File: config.mk
export PLATFORM = sky130hd
export DESIGN_NAME = cursor_nav_flat
export DESIGN_NICKNAME = d
export VERILOG_FILES = /design/src/rtl/cursor_nav_if.sv /design/src/rtl/cursor_nav.sv /design/src/flat_wrapper.sv
export SDC_FILE = /design/constraint.sdc
export NUM_CORES = 1
export LEC_CHECK = 0
export CAP_MARGIN = 0
export CORE_AREA = 2 2 66 100
export DETAILED_ROUTE_END_ITERATION = 6
export DIE_AREA = 0 0 68 102
export GPL_ROUTABILITY_DRIVEN = 0
export HOLD_SLACK_MARGIN = 0.06
export PLACE_DENSITY = 0.75
export SETUP_SLACK_MARGIN = 0.2
export SYNTH_ARGS = -nofsm -noshare
export SYNTH_HDL_FRONTEND = slang
export SYNTH_SLANG_ARGS = --single-unit
File: constraint.sdc
create_clock -name clk -period 3.2 [get_ports clk]
set_clock_uncertainty 0.15 [all_clocks]
set_input_delay 0.64 -clock clk [delete_from_list [all_inputs] [get_ports clk]]
set_output_delay 0.64 -clock clk [all_outputs]
set_load 0.005 [all_outputs]
File: src/rtl/cursor_nav_if.sv
// -----------------------------------------------------------------------------
// cursor_nav_if
// Bundles the button inputs and cursor outputs of cursor_nav.
//   move[3:0]  raw direction buttons, active-low (master -> slave)
//   home_n     raw home button, active-low (only with CURSOR_HOME_EN)
//   cursor_x   current column (slave -> master)
//   cursor_y   current row    (slave -> master)
//   moved      one-cycle redraw strobe (slave -> master)
// Modports: master = button/board side, slave = cursor_nav.
// Optional feature macro: CURSOR_HOME_EN adds home_n.
// -----------------------------------------------------------------------------
interface cursor_nav_if #(
  parameter int XW = 8,
  parameter int YW = 8
);
  logic [3:0]    move;
  logic [XW-1:0] cursor_x;
  logic [YW-1:0] cursor_y;
  logic          moved;
`ifdef CURSOR_HOME_EN
  logic          home_n;

  modport master (output move, output home_n,
                  input cursor_x, input cursor_y, input moved);
  modport slave  (input move, input home_n,
                  output cursor_x, output cursor_y, output moved);
`else
  modport master (output move,
                  input cursor_x, input cursor_y, input moved);
  modport slave  (input move,
                  output cursor_x, output cursor_y, output moved);
`endif
endinterface

File: src/rtl/cursor_nav.sv
// -----------------------------------------------------------------------------
// cursor_nav
// Turns four raw active-low direction buttons into board cursor coordinates
// for the Game-of-Life editor: 2-flop synchronisation, one step per press,
// hold-to-auto-repeat, diagonal steps, opposing-press cancel, and wrap or
// clamp at the board edges.
// Ports:
//   clk          clock
//   rst          asynchronous, active-low reset
//   bus (slave)  move[3:0] in  : [0] x-1, [1] y+1, [2] y-1, [3] x+1 (active-low)
//                home_n    in  : home button, active-low (CURSOR_HOME_EN only)
//                cursor_x  out : column 0..MAX_X-1
//                cursor_y  out : row 0..MAX_Y-1
//                moved     out : pulse on the cycle after a coordinate changed
// Optional feature macro: CURSOR_HOME_EN. When defined, a synchronised
// falling edge of home_n centres the cursor; holding home_n parks the FSM in
// IDLE and ignores the direction buttons.
// -----------------------------------------------------------------------------
module cursor_nav #(
  parameter int MAX_X        = 64,
  parameter int MAX_Y        = 48,
  parameter int XW           = 8,
  parameter int YW           = 8,
  parameter int REPEAT_DELAY = 12000000,
  parameter int REPEAT_RATE  = 3000000,
  parameter int CNT_W        = 24,
  parameter int WRAP         = 1
) (
  input  logic        clk,
  input  logic        rst,
  cursor_nav_if.slave bus
);

  localparam logic [XW-1:0]    X_LAST     = XW'(MAX_X - 1);
  localparam logic [YW-1:0]    Y_LAST     = YW'(MAX_Y - 1);
  localparam logic [CNT_W-1:0] DELAY_LAST = CNT_W'(REPEAT_DELAY - 1);
  localparam logic [CNT_W-1:0] RATE_LAST  = CNT_W'(REPEAT_RATE - 1);

  typedef enum logic [1:0] {IDLE, HOLD, REPEAT} state_t;

  // Synchronisers and prev-set are kept in the raw active-low form, so
  // "released" is all ones.
  logic [3:0]       sync1_q, sync2_q, prev_q;
  state_t           state_q, state_d;
  logic [CNT_W-1:0] cnt_q, cnt_d;
  logic [XW-1:0]    x_q, x_d;
  logic [YW-1:0]    y_q, y_d;
  logic             moved_q, moved_d;

  logic [3:0] prs;
  logic [3:0] prev_prs;
  logic       step;
  logic       inc_x, dec_x, inc_y, dec_y;

`ifdef CURSOR_HOME_EN
  localparam logic [XW-1:0] HOME_X = XW'(MAX_X / 2);
  localparam logic [YW-1:0] HOME_Y = YW'(MAX_Y / 2);

  logic home1_q, home2_q, home_prev_q;
  logic home_fall, home_held;

  assign home_fall = home_prev_q & ~home2_q;
  assign home_held = ~home2_q;
`endif

  assign prs      = ~sync2_q;
  assign prev_prs = ~prev_q;

  // Opposing buttons cancel on their own axis only.
  assign inc_x = prs[3] & ~prs[0];
  assign dec_x = prs[0] & ~prs[3];
  assign inc_y = prs[1] & ~prs[2];
  assign dec_y = prs[2] & ~prs[1];

  always_comb begin
    state_d = state_q;
    cnt_d   = cnt_q;
    step    = 1'b0;

    // Release has priority over everything, including a due repeat.
    if (prs == 4'b0000) begin
      state_d = IDLE;
      cnt_d   = '0;
    end else begin
      case (state_q)
        IDLE: begin
          step    = 1'b1;
          cnt_d   = '0;
          state_d = HOLD;
        end
        HOLD: begin
          if (prs != prev_prs) begin
            step  = 1'b1;
            cnt_d = '0;
          end else if (cnt_q == DELAY_LAST) begin
            step    = 1'b1;
            cnt_d   = '0;
            state_d = REPEAT;
          end else begin
            cnt_d = cnt_q + 1'b1;
          end
        end
        REPEAT: begin
          if (prs != prev_prs) begin
            step    = 1'b1;
            cnt_d   = '0;
            state_d = HOLD;
          end else if (cnt_q == RATE_LAST) begin
            step  = 1'b1;
            cnt_d = '0;
          end else begin
            cnt_d = cnt_q + 1'b1;
          end
        end
        default: begin
          state_d = IDLE;
          cnt_d   = '0;
        end
      endcase
    end

    // Edges are handled by explicit compares so no overflow is relied upon.
    x_d = x_q;
    y_d = y_q;
    if (step) begin
      if (inc_x) begin
        if (x_q == X_LAST) x_d = (WRAP != 0) ? '0 : x_q;
        else               x_d = x_q + 1'b1;
      end else if (dec_x) begin
        if (x_q == '0) x_d = (WRAP != 0) ? X_LAST : x_q;
        else           x_d = x_q - 1'b1;
      end
      if (inc_y) begin
        if (y_q == Y_LAST) y_d = (WRAP != 0) ? '0 : y_q;
        else               y_d = y_q + 1'b1;
      end else if (dec_y) begin
        if (y_q == '0) y_d = (WRAP != 0) ? Y_LAST : y_q;
        else           y_d = y_q - 1'b1;
      end
    end

`ifdef CURSOR_HOME_EN
    // Home overrides any direction step and parks the FSM while held.
    if (home_fall) begin
      x_d     = HOME_X;
      y_d     = HOME_Y;
      state_d = IDLE;
      cnt_d   = '0;
    end else if (home_held) begin
      x_d     = x_q;
      y_d     = y_q;
      state_d = IDLE;
      cnt_d   = '0;
    end
`endif

    moved_d = (x_d != x_q) || (y_d != y_q);
  end

  always_ff @(posedge clk or negedge rst) begin
    if (!rst) begin
      sync1_q     <= 4'b1111;
      sync2_q     <= 4'b1111;
      prev_q      <= 4'b1111;
      state_q     <= IDLE;
      cnt_q       <= '0;
      x_q         <= '0;
      y_q         <= '0;
      moved_q     <= 1'b0;
`ifdef CURSOR_HOME_EN
      home1_q     <= 1'b1;
      home2_q     <= 1'b1;
      home_prev_q <= 1'b1;
`endif
    end else begin
      sync1_q     <= bus.move;
      sync2_q     <= sync1_q;
      prev_q      <= sync2_q;
      state_q     <= state_d;
      cnt_q       <= cnt_d;
      x_q         <= x_d;
      y_q         <= y_d;
      moved_q     <= moved_d;
`ifdef CURSOR_HOME_EN
      home1_q     <= bus.home_n;
      home2_q     <= home1_q;
      home_prev_q <= home2_q;
`endif
    end
  end

  assign bus.cursor_x = x_q;
  assign bus.cursor_y = y_q;
  assign bus.moved    = moved_q;

endmodule

File: src/flat_wrapper.sv
// flat-port wrapper written by rule: the top's interface ports become plain ports
module cursor_nav_flat 
#(
  parameter int MAX_X        = 64,
  parameter int MAX_Y        = 48,
  parameter int XW           = 8,
  parameter int YW           = 8,
  parameter int REPEAT_DELAY = 12000000,
  parameter int REPEAT_RATE  = 3000000,
  parameter int CNT_W        = 24,
  parameter int WRAP         = 1
)
  (clk, rst, bus_move, bus_cursor_x, bus_cursor_y, bus_moved);
  cursor_nav_if #(.XW(XW), .YW(YW)) bus_i ();
  input  logic clk;
  input  logic rst;
  input wire logic [$bits(bus_i.move)-1:0] bus_move;
  output wire logic [$bits(bus_i.cursor_x)-1:0] bus_cursor_x;
  output wire logic [$bits(bus_i.cursor_y)-1:0] bus_cursor_y;
  output wire logic [$bits(bus_i.moved)-1:0] bus_moved;
  assign bus_i.move = bus_move;
  assign bus_cursor_x = bus_i.cursor_x;
  assign bus_cursor_y = bus_i.cursor_y;
  assign bus_moved = bus_i.moved;
  cursor_nav #(.MAX_X(MAX_X), .MAX_Y(MAX_Y), .XW(XW), .YW(YW), .REPEAT_DELAY(REPEAT_DELAY), .REPEAT_RATE(REPEAT_RATE), .CNT_W(CNT_W), .WRAP(WRAP)) u_core (.clk(clk), .rst(rst), .bus(bus_i));
endmodule
# Word level (Yosys, flattened, before mapping)
# Index checks and enable logic that the tools add are counted.
op_classes:
  n_eq_ne: 12
  bitwise_logic: 10
  n_mux: 27
  n_reduce_logical: 6
  addsub: 5
op_table:
  columns: ["op", "n"]
  rows:
  - ["$mux 24", 5]
  - ["$mux 8", 10]
  - ["$pmux 24 s2", 1]
  - ["$add 24x1->24 const B", 1]
  - ["$eq 24x22->1 const B", 1]
  - ["$eq 24x24->1 const B", 1]
  - ["$add 8x1->8 const B", 2]
  - ["$eq 8x6->1 const B", 2]
  - ["$logic_not 8->1", 2]
  - ["$ne 8x8->1", 2]
  - ["$sub 8x1->8 const B", 2]
  - ["$mux 2", 4]
  - ["$not 4->4", 2]
  - ["$ne 3x1->1 const B", 2]
  - ["$pmux 2 s3", 1]
  - ["$mux 1", 5]
  - ["$and 1x1->1", 4]
  - ["$logic_not 4->1", 1]
  - ["$ne 4x4->1", 1]
  - ["$not 1->1", 4]
  - ["$ne 3x2->1 const B", 1]
  - ["$pmux 1 s3", 1]
  - ["$reduce_and 3->1", 1]
  - ["$eq 2x1->1 const B", 1]
  - ["3 further kinds", 3]
word_totals:
  input_bits: 6
  regBits: 55

# Depth between registers and ports, before layout
logic_depth:
  ltp_word: 8
  mapped_depth: 8
  depth_no_buf: 8

# Worst setup path after synthesis
# Ideal clock, no wire load.
synth_path:
  path_kind: "register -> register"
  startpoint: "reg u_core.sync2_q[2]"
  endpoint: "reg u_core.x_q[1] (netlist: u_core.bus.cursor_x[1])"
  path_stages_with_launch: 8
  period_less_slack_ps: 2653
  setup_ps: 96
  required_time_ps: 2954
  path_buffers: 1
  arrival_time_ps: 2407
  slack_ps: 547
  path_cell_list: "dfstp_2 > clkbuf_1 > xor2_1 > nor4_1 > a21bo_2 > a311oi_1 > mux2_4 > a311oi_2"
synth_between:
  elab_chain_cells: 6
  word_cells_on_any_way: 8
  classes_between: "eq/ne: 1; mux: 5; bitwise: 1; reduce/logical: 1"
synth_rtl:
  columns: ["item", "line", "rtl"]
  rows:
  - ["start: declaration", "cursor_nav.sv:43", "logic [3:0] sync1_q, sync2_q, prev_q;"]
  - ["start signal: assignment", "cursor_nav.sv:177", "sync2_q <= sync1_q;"]
  - ["$not 4->4 *", "cursor_nav.sv:66", "assign prs = ~sync2_q;"]
  - ["$ne 4x4->1", "cursor_nav.sv:92, cursor_nav.sv:104", null]
  - ["$mux 1, on equally long branches", "cursor_nav.sv:104, cursor_nav.sv:92", null]
  - ["$pmux 1 s3", "cursor_nav.sv:85", "case (state_q)"]
  - ["$mux 1 *", "cursor_nav.sv:81", "if (prs == 4'b0000) begin"]
  - ["$mux 8 *", "cursor_nav.sv:125", "if (step) begin"]
  - ["net u_core.x_d[1]", "cursor_nav.sv:46", "logic [XW-1:0] x_q, x_d;"]
  - ["end signal: assignment", "cursor_nav.sv:167", "x_q <= '0;"]
  - ["end signal: assignment", "cursor_nav.sv:181", "x_q <= x_d;"]
  - ["end: declaration", "cursor_nav.sv:46", null]
# The timed path passes the listed nets; every way through them passes the cells marked *.
# A chain may end at the register's enable or synchronous reset.

# Final worst setup path
layout_path:
  startpoint: "reg u_core.sync2_q[3]"
  endpoint: "reg u_core.x_q[1] (netlist: u_core.bus.cursor_x[1])"
layout_between:
  elab_chain_cells: 6
  word_cells_on_any_way: 13
  classes_between: "eq/ne: 1; mux: 7; bitwise: 4; reduce/logical: 1"
layout_rtl:
  columns: ["item", "line", "rtl"]
  rows:
  - ["$not 4->4 *", "cursor_nav.sv:66", null]
  - ["$ne 4x4->1 or $not 1->1 (tied branches)", "cursor_nav.sv:92, cursor_nav.sv:104, cursor_nav.sv:71", null]
  - ["$mux 1 (tied with other cells)", "cursor_nav.sv:104", "if (prs != prev_prs) begin"]
  - ["$pmux 1 s3 or $mux 8 (tied branches)", "cursor_nav.sv:85, cursor_nav.sv:129", null]
  - ["$mux 1 or $mux 8 (tied branches)", "cursor_nav.sv:81, cursor_nav.sv:126", null]
  - ["$mux 8 *", "cursor_nav.sv:125", null]
  - ["net u_core.x_d[1]", "cursor_nav.sv:46", null]
# Marked as above.

==> results.txt <==
----------------------------------------------------
[GRT]
  Gr ovfl total ... 0
  Number of antenna violations at the first check in global routing ... 0
  Largest net degree at the start of global routing ... 29
  Vias in the first global route ... between 2000 and 3000
  Gr usage total ... between 20% and 30%
  Wire length of the first global-routing pass ... between 10 and 15 mm

[Setup path]
  Reg-to-reg setup timing slack ... 420 ps
  Critical path start-end classification ... reg -> reg
  Arrival time reported for the critical path endpoint ... roughly 2900 ps
  CP max-delay cell ... sky130_fd_sc_hd__dfstp_2
  Bufs and invs on worst path ... 0
  Total stage count of the critical path ... 6
  Worst-path cell chain ... xor2_1, nor4_1, a21bo_2, a311oi_1, mux2_4, a311oi_2
  Cell count of the worst reg-to-reg path ... 6
  CP max stage delay ... between 600 and 700 ps
  Sort of element at the start of the critical path ... register
  CP required ... between 3000 and 4000 ps
  RR Endpoint ... u_core.bus.cursor_x[1]$_DFF_PN0_
  Top Family by Delay on Critical Path ... compound AO/OA/AOI/OAI gates
  Maximum fanout encountered on the critical timing path ... 12
  Launch point of the worst reg-to-reg path ... u_core.sync2_q[3]$_DFF_PN1_
  Crit end category ... register

[Timing]
  Upper clock frequency limit ... 0.360 GHz
  Min cycle time layout ... about 2800 ps
  Headroom to the max-slew limit ... about 57%
  Setup violations, final ... 0
  Count of final max-slew check failures ... 0
  Transition time at the pin with the least slew margin ... roughly 640 ps
  Total negative slack for setup checks ... 0 ps
  Final period utilization ... between 80% and 90%
  Worst hold-check slack ... 180 ps
  Unrepaired setup endpoints after global routing ... false
  Final hold violation count ... 0

[Pwr]
  Combinational share of power ... between 40% and 50%
  Power density cells ... about 730 mW/mm^2
  Clock Power Share ... roughly a fifth
  Internal ... about 1.7 mW
  Net switching power ... between 1 and 1.5 mW
  Leakage power figure ... about 1.6 nW
  Sequential fraction of design power ... between 30 and 40%
  Switching Share ... 40.1%
  Maximum ir drop on the vdd rail ... between 200 and 300 uV

[Drt]
  WL/cell ... between 15 and 20 microns
  DRC violation count after routing ... 0
  Detailed Route WL ... ~8.0 mm
  Antenna Violating Nets Remaining ... 0
  Detailed-route vias per instance ... around 6.3
  First-pass detailed-route iteration total ... 7
  Vias after detailed routing ... a little over 3000
  Initial DRC Count ... 228

[Synthesis]
  Post-synthesis average cell area ... a little under 9 sq um
  Synth Flop Type ... sky130_fd_sc_hd__dfrtp_1
  Number of enable-type register cells in the synthesized netlist ... 0
  Sequential element share of the synthesized area ... 39.7%
  Instance count of the mapped netlist ... 400
  Synthesized area ... approximately 0.0035 sq mm
  Yosys cell types ... about 60
  Flop and latch count out of synthesis ... 55
  Number of nets produced by synthesis ... about 420
  Warnings from Yosys ... 0
  Async SR Flop Fraction ... 100%

[Clock network]
  Num CTS Buffers ... 5
  Hold_buf cts ... 0
  # clock sinks ... between 50 and 60
  Post-CTS clock slew at the launch and capture registers of the worst setup and hold paths ... around 110 ps
  Resize count post-CTS ... 0
  CTS Root Cell ... sky130_fd_sc_hd__clkbuf_8
  H-tree lvl count ... 2
  Clock insertion delay at the later pin of the skew report ... between 300 and 400 ps
  Worst-case clock buffer depth ... 2
  Total setup buffers inserted after CTS ... 0
  TritonCTS clock tree ... done

[Finish]
  Fraction of layout cells with a size suffix above 1 ... under 10%
  Finished Layout Cells ... around 490
  Area growth syn-to-layout ... 12.1%
  Antenna diode count ... 0
  Core Util, Final ... 64.9%
  Final-stage net count ... between 400 and 500

[Die]
  Die Span X ... between 60 and 70 microns
  Starting density of the core ... just under 60%
  DIE HEIGHT ... just over 100 microns
  Placeable Area ... 0.00604 sq mm
  Floorplan die area ... between 0.006 and 0.007 sq mm
  I/O pin count ... 23
  Cell row count ... 35

[Placed design]
  Estimated wirelength of the detail-placed design ... 5.78 mm
  Port Buffer Count ... 22
  Cell count after placement ... ~480

[Run]
  Maximum Capacitance Violations ... 0

[Min path]
  Min-delay worst type ... in -> async

[Run status]
  Run status ... finished clean

----------------------------------------------------
## power groups by stage
stage          clock network [mW]  registers, mW  logic [mW]
4_1_cts                     0.558           1.04        1.28
3_3_place_gp                    0           1.05        1.24
5_1_grt                     0.580           1.08        1.42
6_report                    0.551           1.05        1.28
3_5_place_dp                    0           1.05        1.27
2_1_floorplan                   0          0.942       0.928
## registers in the layout, indices dropped and copies added, names as in the netlist
| name | count |
|---|---|
| u_core.sync2_q | 4 |
| u_core.cnt_q | 24 |
| u_core.state_q | 2 |
| u_core.bus.cursor_x | 8 |
| u_core.sync1_q | 4 |
| u_core.prev_q | 4 |
| u_core.bus.moved | 1 |
| u_core.bus.cursor_y | 8 |
## layout make-up
cell class,instances,area [sq um]
fillers,503,2120
well taps,74,92.6
flip-flops and latches,55,1390
repair buffers,32,290
clock inverters,2,60.1
multi-input cells,309,1970
clock buffers,6,72.6
inverters,14,52.6
## Yosys cell counts, drive strengths merged, types with 4 or more instances
cell type,n,area [sq um]
o211ai,5,37.5
a21oi,22,110
a22o,4,35.0
nand3,25,125
o22ai,4,25.0
o31ai,5,37.5
inv,14,52.6
xor2,13,114
and3,12,75.1
a31oi,5,31.3
ha,11,138
nor4,7,71.3
nor2b,5,31.3
xnor2,16,140
nor2,55,206
buf,5,27.5
dfrtp,43,1080
nand4,11,68.8
clkbuf,17,63.8
o21ai,21,105
nand2b,4,25.0
and4,4,35.0
nand2,29,109
dfstp,12,315
## cell families after synthesis
family	after synthesis	share of synthesized area [%]
AOI/OAI and AO/OA	89	16.8
xor gates and xnor gates	29	7.26
adders and majority gates	11	3.93
buffers and inverters	36	4.11
DFF	55	39.7
muxes	4	1.32
and+or+nand+nor	176	26.8
## worst max path at each step
| stage | startpoint | endpoint | slack (ps) |
|---|---|---|---|
| 2_1_floorplan | u_core.sync2_q[2]$_DFF_PN1_ | u_core.bus.cursor_x[1]$_DFF_PN0_ | 550 |
| 3_3_place_gp | u_core.sync2_q[3]$_DFF_PN1_ | u_core.bus.cursor_x[1]$_DFF_PN0_ | 570 |
| 3_5_place_dp | u_core.sync2_q[3]$_DFF_PN1_ | u_core.bus.cursor_x[1]$_DFF_PN0_ | 500 |
| 4_1_cts | u_core.cnt_q[15]$_DFF_PN0_ | u_core.bus.cursor_x[6]$_DFF_PN0_ | 480 |
| 5_1_grt | u_core.cnt_q[0]$_DFF_PN0_ | u_core.bus.cursor_x[6]$_DFF_PN0_ | 280 |
| 6_report | u_core.sync2_q[3]$_DFF_PN1_ | u_core.bus.cursor_x[1]$_DFF_PN0_ | 420 |
## through the flow
stage	power (mW)	setup WS [ps]	cell area (sq um)
final	2.88	419	3930
after global routing	3.07	279	3930
after CTS	2.87	481	3930
after detailed placement	2.32	503	3790
after global placement	2.29	566	3790
after floorplan	1.87	547	3500
## routing by layer
metal	track usage (%)	part of all wire, %	routed length [microns]
met1	28.3	39	3130
met2	45.3	54	4270
met3	3.30	3.7	298
met4	12.0	3.5	277
met5	0	0	0
## cell usage in the layout (no fill, tap or decap), types with 13 or more instances in the layout
| master | count |
|---|---|
| sky130_fd_sc_hd__a21oi_1 | 22 |
| sky130_fd_sc_hd__clkdlybuf4s50_1 | 21 |
| sky130_fd_sc_hd__dfrtp_1 | 43 |
| sky130_fd_sc_hd__inv_1 | 14 |
| sky130_fd_sc_hd__nand2_1 | 29 |
| sky130_fd_sc_hd__nand3_1 | 25 |
| sky130_fd_sc_hd__nor2_1 | 55 |
| sky130_fd_sc_hd__xnor2_1 | 16 |
| sky130_fd_sc_hd__xor2_1 | 13 |
No activity file was read; power rests on OpenSTA's default activity.
==> edit (same flow settings) <==
`x_q` no longer has a reset.
--- a/src/rtl/cursor_nav.sv
+++ b/src/rtl/cursor_nav.sv
@@ -164,7 +164,6 @@
       prev_q      <= 4'b1111;
       state_q     <= IDLE;
       cnt_q       <= '0;
-      x_q         <= '0;
       y_q         <= '0;
       moved_q     <= 1'b0;
 `ifdef CURSOR_HOME_EN
@@ -178,7 +177,6 @@
       prev_q      <= sync2_q;
       state_q     <= state_d;
       cnt_q       <= cnt_d;
-      x_q         <= x_d;
       y_q         <= y_d;
       moved_q     <= moved_d;
 `ifdef CURSOR_HOME_EN
@@ -189,6 +187,10 @@
     end
   end
 
+  always_ff @(posedge clk) begin
+    x_q <= x_d;
+  end
+
   assign bus.cursor_x = x_q;
   assign bus.cursor_y = y_q;
   assign bus.moved    = moved_q;
Behaviour: differs if rst is asserted again (counterexample within 4 cycles, from zero or initial values and one cycle with rst low); with rst held inactive, the same outputs for 10 cycles.
==> edit against the original RTL <==
Combinational power about the same; synthesized cell count stayed put; design area is 2.3% lower; area after synthesis is 1.1% lower; die area unchanged; sequential power barely moved; sequential share of layout area shrank 0.22 points; sequential cell count did not move; power down 4.9%; wire length shrank 0.92%; worst setup slack gained 27 ps; largest cell class unchanged.
==> edit: results (changes against the original RTL) <==
| Metric | Value |
|---|---|
| Status | `complete, no violations (unchanged)` |
| RR Endpoint | `u_core.bus.cursor_x[1] (unchanged)` |
| Data arrival, critical path | `2820 ps (was 2860 ps)` |
| Max reg flops | `24 (unchanged)` |
| Area contributors post-synth | `dfrtp_1, dfstp_2, nor2_1, dfxtp_1, xnor2_1 (was dfrtp_1, dfstp_2, nor2_1, xnor2_1, ha_1)` |
| Sw Share | `41.87% (was 40.08%)` |
| Final instance count without filler cells | `490 (was 492)` |
| Placed cell count | `482 (was 484)` |
| Vias in the first global route | `2,865 (was 2,980)` |
| Worst hold-check path type | `reg2reg (was in2async)` |
| Max-cap violation count | `0 (unchanged)` |
| Reg-to-reg slack, setup | `450 ps (was 420 ps)` |
| Register area share after synthesis | `39.05% (was 39.74%)` |
| First-pass GRT wire length | `13,250 µm (was 13,510 µm)` |
| Antenna violations before repair | `0 (unchanged)` |
| Fillers | `525 (was 503)` |
| Pleak | `1.497 nW (was 1.555 nW)` |
| R2R cell count | `6 (unchanged)` |
| Drt wl/cell | `16.11 µm (was 16.20 µm)` |
| Post-synthesis cell count | `400 (unchanged)` |
| Synth cell count leaders | `nor2_1, dfrtp_1, nand2_1, nand3_1, a21oi_1 (unchanged)` |
| Asr flop ratio synth | `85.45% (was 100.0%)` |
| Largest net degree at the start of global routing | `46 (was 29)` |
| Peak supply drop | `0.3479 mV (was 0.2585 mV)` |
| DR iter-0 viols | `417 (was 228)` |
| Post-DR vias/cell | `6.151 (was 6.280)` |
| Slew @ Worst Pin | `995.1 ps (was 637.8 ps)` |
| Area after DPL | `3737 µm² (was 3792 µm²)` |
| First-pass DRT Iterations | `5 (was 7)` |
| Net count, final | `432 (was 434)` |
| GRT Util Overall | `24.71% (was 25.12%)` |
| Dpl hpwl | `5680 µm (was 5780 µm)` |
| Layout cells sized above 1 | `8.894% (was 9.091%)` |
| Yosys cell types | `62 (was 61)` |
==> edit: cell types whose count changed after synthesis, sizes merged <==
cell | before | now
dfrtp | 43 | 35
dfxtp | 0 | 8
==> edit: worst max path at each step <==
stage                           start                      to  slack [ps]
2_1_floorplan       u_core.sync2_q[2]  u_core.bus.cursor_x[1]         560
3_3_place_gp         u_core.cnt_q[15]  u_core.bus.cursor_x[6]         580
3_5_place_dp        u_core.sync2_q[3]  u_core.bus.cursor_x[1]         510
4_1_cts             u_core.sync2_q[3]  u_core.bus.cursor_x[1]         480
5_1_grt        u_core.bus.cursor_y[5]        u_core.bus.moved         250
6_report            u_core.sync2_q[3]  u_core.bus.cursor_x[1]         450
==> edit: final cells by class <==
type | instances | area share [%]
clock buffer | 6 | 2.153
clock inverter | 2 | 0.4240
inverter | 14 | 1.370
multi-input combinational | 309 | 51.24
sequential | 55 | 35.23
tap | 74 | 2.414
timing repair buffer | 30 | 7.175
==> edit: cell families (layout without fill, tap and decap cells) <==
logic type                 after synthesis  count (layout)  share of synthesized area [%]
AOI/OAI and AO/OA                       89              89                          16.99
xor gates and xnor gates                29              29                          7.339
adders and majority gates               11              11                          3.977
buffers and inverters                   36              52                          4.158
DFF                                     55              55                          39.05
muxes                                    4               4                          1.338
and+or+nand+nor                        176             176                          27.15
==> edit: stage by stage <==
step                utilization [%]  worst slack, ps  hold WS, ps  power [mW]
floorplan                         -            559.2        194.4       1.871
global placement              61.84            580.3        199.2       2.287
detailed placement            61.84            506.5        198.8       2.319
CTS                           63.48            479.5        208.9       2.740
global route                  63.48            246.2        214.3       2.941
finish                        63.48            446.2        204.6       2.736
==> edit: layer usage <==
layer	vias to the layer above	part of all wire, %	wire length [µm]	global-route usage [%]
met1	1401	38	3039	28.49
li1	1472	-	-	-
met5	-	0	0	0
met2	115	54	4275	44.88
met3	26	3.6	287	2.753
met4	0	3.7	293	10.46
==> edit: worst max-delay path, stage by stage, from the launching register on <==
cell and delay, ps:
dfstp_2 640, xor2_1 90, nor4_1 560, a21bo_2 310, a311oi_1 350, mux2_4 340, a311oi_2 230
==> edit: power groups by stage <==
stage | combinational, mW | sequential, mW | clock [mW]
2_1_floorplan | 0.927 | 0.944 | 0
6_report | 1.28 | 1.05 | 0.407
4_1_cts | 1.27 | 1.04 | 0.426
3_3_place_gp | 1.23 | 1.05 | 0
5_1_grt | 1.41 | 1.08 | 0.450
3_5_place_dp | 1.26 | 1.06 | 0
